**src/rtl/uart_rx_fsm.sv**
```systemverilog
// rtl/uart_rx_fsm.sv - 8N1 UART receiver with mid-bit sampling and framing-error detection
module uart_rx_fsm #(
    parameter int clk_value = 100_000_000,
    parameter int baud      = 9600
) (
    input  logic       clk,
    input  logic       rst,
    input  logic       rx,
    output logic [7:0] rxdata,
    output logic       rdone,
    output logic       frame_err,
    output logic       busy
);

    localparam int wait_count = clk_value / baud;
    localparam int half_count = wait_count / 2;
    localparam int cnt_w      = $clog2(wait_count + 1);

    localparam logic [cnt_w-1:0] half_last = cnt_w'(half_count - 1);
    localparam logic [cnt_w-1:0] bit_last  = cnt_w'(wait_count - 1);

    typedef enum logic [1:0] {
        IDLE  = 2'd0,
        START = 2'd1,
        DATA  = 2'd2,
        STOP  = 2'd3
    } state_t;

    state_t           state;
    logic [cnt_w-1:0] cnt;
    logic [2:0]       bit_idx;
    logic [7:0]       shreg;
    logic             rx_meta;
    logic             rx_s;
    logic             rx_d;
    logic             start_edge;

    // Falling edge on the synchronised line marks a candidate start bit
    assign start_edge = rx_d && !rx_s;

    // Two-flop synchroniser plus edge-detect flop; preset high so reset never looks like a start edge
    always_ff @(posedge clk) begin
        if (rst) begin
            rx_meta <= 1'b1;
            rx_s    <= 1'b1;
            rx_d    <= 1'b1;
        end else begin
            rx_meta <= rx;
            rx_s    <= rx_meta;
            rx_d    <= rx_s;
        end
    end

    // Receive FSM: one shared counter times the half-bit to the start centre, then full bits
    always_ff @(posedge clk) begin
        if (rst) begin
            state     <= IDLE;
            cnt       <= '0;
            bit_idx   <= '0;
            shreg     <= '0;
            rxdata    <= 8'h00;
            rdone     <= 1'b0;
            frame_err <= 1'b0;
            busy      <= 1'b0;
        end else begin
            rdone     <= 1'b0;
            frame_err <= 1'b0;
            case (state)
                IDLE: begin
                    busy <= 1'b0;
                    cnt  <= '0;
                    if (start_edge) begin
                        state <= START;
                        busy  <= 1'b1;
                    end
                end
                START: begin
                    if (cnt == half_last) begin
                        cnt <= '0;
                        if (!rx_s) begin
                            bit_idx <= '0;
                            state   <= DATA;
                        end else begin
                            // Line went back high before the start-bit centre: treat as noise
                            state <= IDLE;
                            busy  <= 1'b0;
                        end
                    end else begin
                        cnt <= cnt + 1'b1;
                    end
                end
                DATA: begin
                    if (cnt == bit_last) begin
                        cnt   <= '0;
                        shreg <= {rx_s, shreg[7:1]};
                        if (bit_idx == 3'd7) begin
                            state <= STOP;
                        end else begin
                            bit_idx <= bit_idx + 1'b1;
                        end
                    end else begin
                        cnt <= cnt + 1'b1;
                    end
                end
                STOP: begin
                    if (cnt == bit_last) begin
                        cnt   <= '0;
                        state <= IDLE;
                        busy  <= 1'b0;
                        if (rx_s) begin
                            rxdata <= shreg;
                            rdone  <= 1'b1;
                        end else begin
                            frame_err <= 1'b1;
                        end
                    end else begin
                        cnt <= cnt + 1'b1;
                    end
                end
                default: begin
                    state <= IDLE;
                    busy  <= 1'b0;
                    cnt   <= '0;
                end
            endcase
        end
    end

endmodule

```
**config.mk**
```make
export PLATFORM = sky130hd
export DESIGN_NAME = uart_rx_fsm
export DESIGN_NICKNAME = d
export VERILOG_FILES = /design/src/rtl/uart_rx_fsm.sv
export SDC_FILE = /design/constraint.sdc
export NUM_CORES = 1
export LEC_CHECK = 0
export CORE_AREA = 3 3 73 75
export DETAILED_ROUTE_END_ITERATION = 10
export DIE_AREA = 0 0 76 78
export PLACE_DENSITY = 0.65
export SLEW_MARGIN = 20
export SYNTH_ARGS = -nofsm -noshare
export SYNTH_HDL_FRONTEND = slang
export SYNTH_SLANG_ARGS = --single-unit
```
**constraint.sdc**
```tcl
create_clock -name clk -period 3.59 [get_ports clk]
set_input_delay 0.359 -clock clk [delete_from_list [all_inputs] [get_ports clk]]
set_output_delay 0.359 -clock clk [all_outputs]
set_load 0.01 [all_outputs]
```
==> results of run 1 <==
[synth_stat cells (2+ instances only)]
cell type | number | area (um2)
a211oi_1 | 3 | 22.5
a21oi_1 | 17 | 85.1
a221oi_2 | 2 | 30.0
and4_1 | 3 | 26.3
and4bb_2 | 2 | 25.0
buf_2 | 4 | 20.0
clkbuf_1 | 10 | 37.5
dfxtp_1 | 41 | 821
ha_1 | 3 | 37.5
inv_1 | 2 | 7.51
mux2_1 | 2 | 22.5
mux2i_1 | 2 | 20.0
nand2_1 | 6 | 22.5
nand2b_1 | 5 | 31.3
nand3_1 | 11 | 55.1
nand3b_1 | 2 | 15.0
nand4_1 | 10 | 62.6
nand4_2 | 2 | 25.0
nor2_1 | 2 | 7.51
nor2b_1 | 4 | 25.0
nor3_1 | 14 | 70.1
nor4_1 | 2 | 12.5
o21ai_0 | 12 | 60.1
o31ai_1 | 9 | 67.6
or2_2 | 4 | 25.0
or3_1 | 2 | 12.5
xnor2_1 | 4 | 35.0
xor2_1 | 5 | 43.8
[worst max path at each step]
stage,from,end,slack [ns],cells past startpoint
2_1_floorplan,cnt[0]$_SDFF_PP0_,busy$_SDFFE_PP0P_,1.81,6
3_3_place_gp,cnt[0]$_SDFF_PP0_,state[0]$_SDFFE_PP0P_,1.19,5
3_5_place_dp,cnt[0]$_SDFF_PP0_,cnt[3]$_SDFF_PP0_,1.12,5
4_1_cts,cnt[0]$_SDFF_PP0_,cnt[3]$_SDFF_PP0_,1.11,5
5_1_grt,cnt[0]$_SDFF_PP0_,state[0]$_SDFFE_PP0P_,0.94,5
6_report,cnt[0]$_SDFF_PP0_,cnt[3]$_SDFF_PP0_,1.13,5
[layer usage]
layer | global-route usage [%] | routed length (um) | vias to the layer above
li1 | - | - | 750
met4 | 6.52 | 74 | 0
met1 | 17.6 | 1850 | 707
met3 | 3.94 | 146 | 5
met2 | 19.6 | 1610 | 24
met5 | 0 | 0 | -
[cell usage in the layout, fill, tap and decap left out, types with 3 or more instances in the layout]
cell,count
o31ai_1,9
nand3_1,11
ha_1,3
nand2_1,6
nand2b_1,5
nor2b_1,4
xnor2_1,4
clkdlybuf4s50_1,13
or2_2,4
clkbuf_8,6
xor2_1,5
a21oi_1,17
nor3_1,14
a211oi_1,3
nand4_1,10
dfxtp_1,41
and4_1,3
o21ai_0,12
[sequential cells by signal, indices dropped and copies added (netlist names), 3 cells and up, named ones only]
register  flops
cnt          14
rxdata        8
shreg         8
bit_idx       3
[kinds of logic (layout without fill, tap and decap cells)]
family,count (synthesis),count (layout)
adders and majority gates,3,3
muxes,4,4
buffers and inverters,18,24
xor gates and xnor gates,9,9
DFF,41,41
AOI/OAI and AO/OA,48,48
and+or+nand+nor,77,77
[critical path: cells and delay by family, from the launching register on]
family,cells,cell delay (ns)
compound gates,1,0.83
flops,1,0.35
fa+ha+maj,1,0.22
simple gates,3,0.89
[area by class of cell]
class | instances | area [um2] | share of cell area [%]
Multi-Input combinational cell | 141 | 963 | 45.8
Sequential cell | 41 | 821 | 39.0
Timing Repair Buffer | 14 | 138 | 6.54
Clock buffer | 7 | 86.3 | 4.10
Tap cell | 67 | 83.8 | 3.99
Inverter | 3 | 11.3 | 0.535
[power by group through the flow]
stage / logic [mW] / clock network, mW / registers, mW
2_1_floorplan: 0.0181 / 0 / 0.468
3_3_place_gp: 0.0226 / 0 / 0.471
3_5_place_dp: 0.0229 / 0 / 0.471
4_1_cts: 0.0229 / 0.306 / 0.460
5_1_grt: 0.0249 / 0.328 / 0.461
6_report: 0.0227 / 0.300 / 0.461
==> reports/results.txt, run 1 <==
Critical-path top delay cell -> a22oi_2
DR vias -> 1486
achievable frequency -> 0.407 GHz
post-layout min period -> 2.46 ns
Pwr Density -> 372 nW/um2
Routed WL -> 3.68 mm
largest family of logic cells by synthesized area -> simple AND/OR/NAND/NOR gates
Cell Area, Synth -> 1860 um2
Pwr Total -> 0.783 mW
wire length of the first global-routing pass -> 6.35 mm
PnR worst setup slack -> 1.13 ns
R2R Setup Slk -> 1.13 ns
total gr overflow -> 0
CP peak stage delay -> 0.83 ns
status -> finished, final reports clean
kind of critical path -> flop to flop
crit path max fanout -> 22
# placed instances -> 266
Distinct cells, synth -> 43
YS warnings -> 0
R2R cell count -> 5
fin util -> 44.5%
Die Span Y -> 78 um
die area -> 5930 um2
Reg power frac -> 58.8%
CTS sink cnt -> 41
Worst Setup End Kind -> flop
cts repair resizes -> 0
Critical Path AT -> 2.59 ns
final count of hold timing violations -> 0
Sw Ratio -> 21.1%
xor/xnor share of the synthesized area -> 4.24%
Sum Neg Setup Slack -> 0 ns
final instance area -> 2100 um2
Fill cells -> 453
unrepaired setup endpoints after global routing -> no
number of global-route vias before repair -> 1364
Clk pwr share -> 38.3%
Hold Path Class -> flop to flop
Combinational Power Share -> 2.9%
final setup violation count -> 0
Slew @ Worst Pin -> 0.804 ns
Final GP Congestion -> 0.757
P_leak -> 0.658 nW
Mapped Nets -> 206
syn avg cell area -> 9.30 um2
post-DR vias/cell -> 5.44
ys flop type -> dfxtp_1
Max-cap violations -> 0
Synth async-reset ratio -> 0%
port buffer count -> 13
Worst R2R Start -> cnt[0]$_SDFF_PP0_
chip width -> 76 um
Post-Synth Simple-Gate Area -> 26.1%
Max VDD drop -> 0.193 mV
hold slack final -> 0.418 ns
TritonCTS clock tree -> built
antenna violations before repair -> 0
post-synthesis mux area share -> 2.29%
synthesized instance count -> 200
cell row count -> 25
post-synthesis compound-gate area fraction -> 16.9%
Synth Area in Adders -> 2.02%
final routed DRC violation total -> 0
ANT nets after route -> 0
WHS Path Cells -> 1
setup bufs post-CTS -> 0
Layout Cells excl Fill -> 273
Routed wire per std cell -> 13.5 um
later-pin clock latency in the skew report -> 0.29 ns
clock slew at reported path FFs -> 0.07 ns
CP Launch Type -> flop
min-delay src -> rx_meta$_SDFF_PP1_
Final Cycle Share -> 68.4%
post-synthesis register bit count -> 41
iteration-0 DRC count of the detailed router -> 170
Max Slew Vio Count -> 0
share of cells above drive strength 1 -> 10.7%
Final Skew -> 0.00758 ns
worst r2r dst -> cnt[3]$_SDFF_PP0_
hold worst-path end -> rx_s$_SDFF_PP1_
IO Pins -> 14
nets -> 212
Core Box Area -> 4720 um2
internal power -> 0.618 mW
Seq/Total Area, Yosys -> 44.1%
CTS max path bufs -> 2
Layout area overhead -> 13.0%
antenna cells -> 0
largest net degree at the start of global routing -> 31
pre-CTS setup slack -> 1.12 ns
CP Cell Sequence -> ha_1 -> and3_1 -> nand4_2 -> a22oi_2 -> nor3_1
sw power -> 0.166 mW
WP data required -> 3.73 ns
Post-synth EDFFs -> 0
CTS Buf Count -> 5
hold buffers post-CTS -> 0
Slew HR -> 46.3%
Tot GR Track Use -> 13.3%
DRT Pass-1 Iters -> 4
DP HPWL -> 2.35 mm
Clock Tree Root -> clkbuf_8
DP Area -> 2010 um2
H-tree depth -> 2
Initial Util -> 39.4%
No activity file was read; power rests on OpenSTA's default activity.
==> run 2, diff against run 1 <==
==> constraint.sdc (replaced) <==
create_clock -name clk -period 2.6 [get_ports clk]
set_input_delay 0.26 -clock clk [delete_from_list [all_inputs] [get_ports clk]]
set_output_delay 0.26 -clock clk [all_outputs]
set_load 0.01 [all_outputs]
==> reports/results.txt, run 2 (synthesized netlist as in run 1, its figures left out) <==
Max-cap violations -> 0
Max VDD drop -> 0.252 mV
Slew HR -> 25.6%
status -> finished, final reports clean
final routed DRC violation total -> 0
chip width -> 76 um
most common cell after layout, fill and taps aside -> dfxtp_1
number of global-route vias before repair -> 1358
crit path max fanout -> 17
ANT nets after route -> 0
Largest Register -> cnt
kind of critical path -> flop to flop
DP Area -> 2040 um2
Slew @ Worst Pin -> 1.11 ns
Routed wire per std cell -> 13.7 um
IO Pins -> 14
CTS Buf Count -> 5
Initial Util -> 39.4%
final setup violation count -> 0
GR peak layer -> met1
H-tree depth -> 2
PnR worst setup slack -> 0.572 ns
fin util -> 45.8%
DRT Pass-1 Iters -> 4
DR vias -> 1466
P_leak -> 0.692 nW
setup bufs post-CTS -> 0
Worst Setup End Kind -> flop
post-DR vias/cell -> 5.27
later-pin clock latency in the skew report -> 0.30 ns
final instance area -> 2160 um2
iteration-0 DRC count of the detailed router -> 174
most frequent cells in the layout -> dfxtp_1 (41), a21oi_1 (17), nor3_1 (14)
Critical Path AT -> 2.22 ns
met3 usage -> 3.48%
clock slew at reported path FFs -> 0.09 ns
pre-CTS setup slack -> 0.661 ns
Final Cycle Share -> 78.0%
unrepaired setup endpoints after global routing -> no
Die Span Y -> 78 um
share of cells above drive strength 1 -> 12.8%
Final GP Congestion -> 0.770
WP data required -> 2.80 ns
wire length of the first global-routing pass -> 6.66 mm
Fill cells -> 447
hold buffers post-CTS -> 0
Max Slew Vio Count -> 0
achievable frequency -> 0.493 GHz
final count of hold timing violations -> 0
GRT met1 Usage -> 19.9%
Pwr Density -> 561 nW/um2
antenna cells -> 0
Final Skew -> 0.00910 ns
Sum Neg Setup Slack -> 0 ns
Routed WL -> 3.82 mm
Tot GR Track Use -> 13.9%
Hold Path Class -> flop to flop
CP Cell Sequence -> ha_1 -> and3_1 -> and4_1 -> a311oi_1 -> a211oi_1
number of flip-flops in the largest register -> 14
post-layout min period -> 2.03 ns
met2 usage -> 19.6%
Core Box Area -> 4720 um2
biggest regs -> cnt (14), rxdata (8), shreg (8)
Clock Tree Root -> clkbuf_8
port buffer count -> 13
CTS sink cnt -> 41
nets -> 216
CP Launch Type -> flop
TritonCTS clock tree -> built
cell row count -> 25
largest net degree at the start of global routing -> 31
antenna violations before repair -> 0
die area -> 5930 um2
DP HPWL -> 2.44 mm
Pwr Total -> 1.21 mW
Critical-path top delay cell -> and4_1
CTS max path bufs -> 2
total gr overflow -> 0
cts repair resizes -> 0
Layout area overhead -> 16.3%
CP peak stage delay -> 0.62 ns
run 2: cell count changes in the layout (fill, tap and decap cells not counted):
cell	before	now
buf_4	1	5
clkinvlp_4	0	1
o21bai_2	1	0
bufinv_16	0	1
clkbuf_1	1	0
o21bai_1	0	1
run 2: critical path: cells and delay by family, from the launching register on:
kind | cells | cell delay [ns]
AO/OA/AOI/OAI | 2 | 0.48
AND/OR/NAND/NOR | 2 | 0.88
adder cells (fa/ha/maj) | 1 | 0.22
flip-flops | 1 | 0.35
run 2: path summary, 6_finish.rpt:
check,from,slack [ns],depth (start not counted),end
hold / removal,rx_meta$_SDFF_PP1_,0.42,1,rx_s$_SDFF_PP1_
hold reg to reg,rx_meta$_SDFF_PP1_,0.42,1,rx_s$_SDFF_PP1_
setup / recovery,cnt[0]$_SDFF_PP0_,0.57,5,state[0]$_SDFFE_PP0P_
setup reg to reg,cnt[0]$_SDFF_PP0_,0.57,5,state[0]$_SDFFE_PP0P_
run 2: layout make-up:
class / instances / area [um2] / area share (%)
Clock buffer: 6 / 82.6 / 3.82
Timing Repair Buffer: 18 / 168 / 7.75
Sequential cell: 41 / 821 / 37.9
Tap cell: 67 / 83.8 / 3.88
Clock inverter: 2 / 37.5 / 1.74
Inverter: 3 / 11.3 / 0.521
Multi-Input combinational cell: 141 / 960 / 44.4
run 2: through the flow:
| step | instances | hold WS, ns |
|---|---|---|
| finish | 278 | 0.419 |
| global route | 278 | 0.442 |
| CTS | 278 | 0.423 |
| detailed placement | 270 | 0.403 |
| global placement | 270 | 0.391 |
| floorplan | 200 | 0.364 |
run 2: power breakdown:
part	switching (mW)	leakage, nW	internal, mW
Sequential	0.00307	0.331	0.630
Combinational	0.0224	0.304	0.0134
Clock	0.232	0.0574	0.312
Total	0.257	0.692	0.956
run 2: layer usage:
metal  vias to the layer above  share of wire (%)
met5                         -                  0
met4                         0                2.1
met3                        10                3.0
met2                        19                 43
met1                       677                 52
li1                        760                  -
==> run 3, diff against run 2 <==
==> constraint.sdc (replaced) <==
create_clock -name clk -period 2.05 [get_ports clk]
set_input_delay 0.205 -clock clk [delete_from_list [all_inputs] [get_ports clk]]
set_output_delay 0.205 -clock clk [all_outputs]
set_load 0.01 [all_outputs]
==> reports/results.txt, run 3 (synthesized netlist as in run 1, its figures left out) <==
largest net degree at the start of global routing -> 31
Final Cycle Share -> 91.9%
nets -> 220
Final Skew -> 0.00842 ns
ANT nets after route -> 0
min-delay src -> rx_meta$_SDFF_PP1_
post-DR vias/cell -> 5.28
Pwr Total -> 1.41 mW
final setup violation count -> 0
Fill cells -> 458
cell row count -> 25
Largest Register -> cnt
Routed wire per std cell -> 13.1 um
port buffer count -> 13
R2R Setup Slk -> 0.17 ns
clock slew at reported path FFs -> 0.08 ns
later-pin clock latency in the skew report -> 0.30 ns
DR vias -> 1490
antenna violations before repair -> 0
Max Slew Vio Count -> 0
chip width -> 76 um
Final GP Congestion -> 0.794
Sum Neg Setup Slack -> 0 ns
most frequent cells in the layout -> dfxtp_1 (41), a21oi_1 (17), nor3_1 (14)
R2R cell count -> 5
hold worst-path end -> rx_s$_SDFF_PP1_
CTS max path bufs -> 2
DP HPWL -> 2.48 mm
number of flip-flops in the largest register -> 14
Clock Tree Root -> clkbuf_8
post-layout min period -> 1.88 ns
Slew HR -> 64.9%
kind of critical path -> flop to flop
cts repair resizes -> 0
worst r2r dst -> bit_idx[0]$_SDFFE_PP0P_
share of cells above drive strength 1 -> 14.4%
number of global-route vias before repair -> 1443
Die Span Y -> 78 um
Core Box Area -> 4720 um2
status -> finished, final reports clean
hold buffers post-CTS -> 0
Tot GR Track Use -> 14.1%
WP data required -> 2.23 ns
DRT Pass-1 Iters -> 4
biggest regs -> cnt (14), rxdata (8), shreg (8)
Hold Path Class -> flop to flop
Layout area overhead -> 16.6%
final routed DRC violation total -> 0
Initial Util -> 39.4%
Max VDD drop -> 0.278 mV
unrepaired setup endpoints after global routing -> no
Critical Path AT -> 2.06 ns
WHS Path Cells -> 1
Worst R2R Start -> cnt[0]$_SDFF_PP0_
Worst Setup End Kind -> flop
Slew @ Worst Pin -> 0.526 ns
crit path max fanout -> 9
TritonCTS clock tree -> built
sequential cell area -> 821 um2
Layout Cells excl Fill -> 282
wire length of the first global-routing pass -> 6.79 mm
IO Pins -> 14
antenna cells -> 0
final count of hold timing violations -> 0
die area -> 5930 um2
total gr overflow -> 0
achievable frequency -> 0.531 GHz
CTS Buf Count -> 5
# placed instances -> 274
setup bufs post-CTS -> 0
Max-cap violations -> 0
P_leak -> 0.706 nW
Multi-input gate area -> 960 um2
H-tree depth -> 2
CP Launch Type -> flop
CTS sink cnt -> 41
hold slack final -> 0.411 ns
most common cell after layout, fill and taps aside -> dfxtp_1
Pwr Density -> 648 nW/um2
iteration-0 DRC count of the detailed router -> 163
Routed WL -> 3.68 mm
run 3: changes by cell type in the layout (fill, tap and decap cells not counted), sizes merged:
cell	before	now
clkinvlp	1	0
buf	5	9
bufinv	1	0
clkinv	1	3
run 3: final cells by class:
type	instances	area share (%)
multi-input cells	141	44.2
flip-flops and latches	41	37.8
repair buffers	22	9.11
well taps	67	3.86
clock buffers	6	3.81
clock inverters	2	0.634
inverters	3	0.519
run 3: routing by layer:
metal  vias to the layer above  part of all wire, %  GRT usage [%]
li1                        775                    -              -
met1                       683                   52           19.3
met2                        28                   43           20.9
met3                         4                  3.9           3.83
met4                         0                  1.2           5.43
met5                         -                    0              0
run 3: power by group:
group | internal (mW) | switching (mW) | leakage [nW]
sequential | 0.800 | 0.00650 | 0.331
combinational | 0.0180 | 0.0249 | 0.324
clock | 0.273 | 0.285 | 0.0512
run 3: critical path, cell delays in order, from the launching register on:
cell and delay, ns:
dfxtp_1 0.35, ha_1 0.22, and3_1 0.26, nand4_2 0.25
a221oi_2 0.36, mux2_1 0.34
run 3: how the worst max path moves through the flow:
stage	start	endpoint	slack (ns)	cells after the start
2_1_floorplan	cnt[0]$_SDFF_PP0_	busy$_SDFFE_PP0P_	0.27	6
4_1_cts	cnt[0]$_SDFF_PP0_	bit_idx[0]$_SDFFE_PP0P_	0.16	5
6_report	cnt[0]$_SDFF_PP0_	bit_idx[0]$_SDFFE_PP0P_	0.17	5
3_5_place_dp	cnt[0]$_SDFF_PP0_	bit_idx[0]$_SDFFE_PP0P_	0.16	5
5_1_grt	cnt[0]$_SDFF_PP0_	bit_idx[1]$_SDFFE_PP0P_	0.008	6
3_3_place_gp	cnt[0]$_SDFF_PP0_	bit_idx[0]$_SDFFE_PP0P_	0.20	5
run 3: per-stage QoR:
stage	cell area, um2	setup WS (ns)	utilization [%]
6_report	2170	0.166	45.9
5_1_grt	2170	0.00776	45.9
4_1_cts	2170	0.156	45.9
3_5_place_dp	2070	0.164	43.9
3_3_place_gp	2070	0.202	43.9
2_1_floorplan	1860	0.267	-
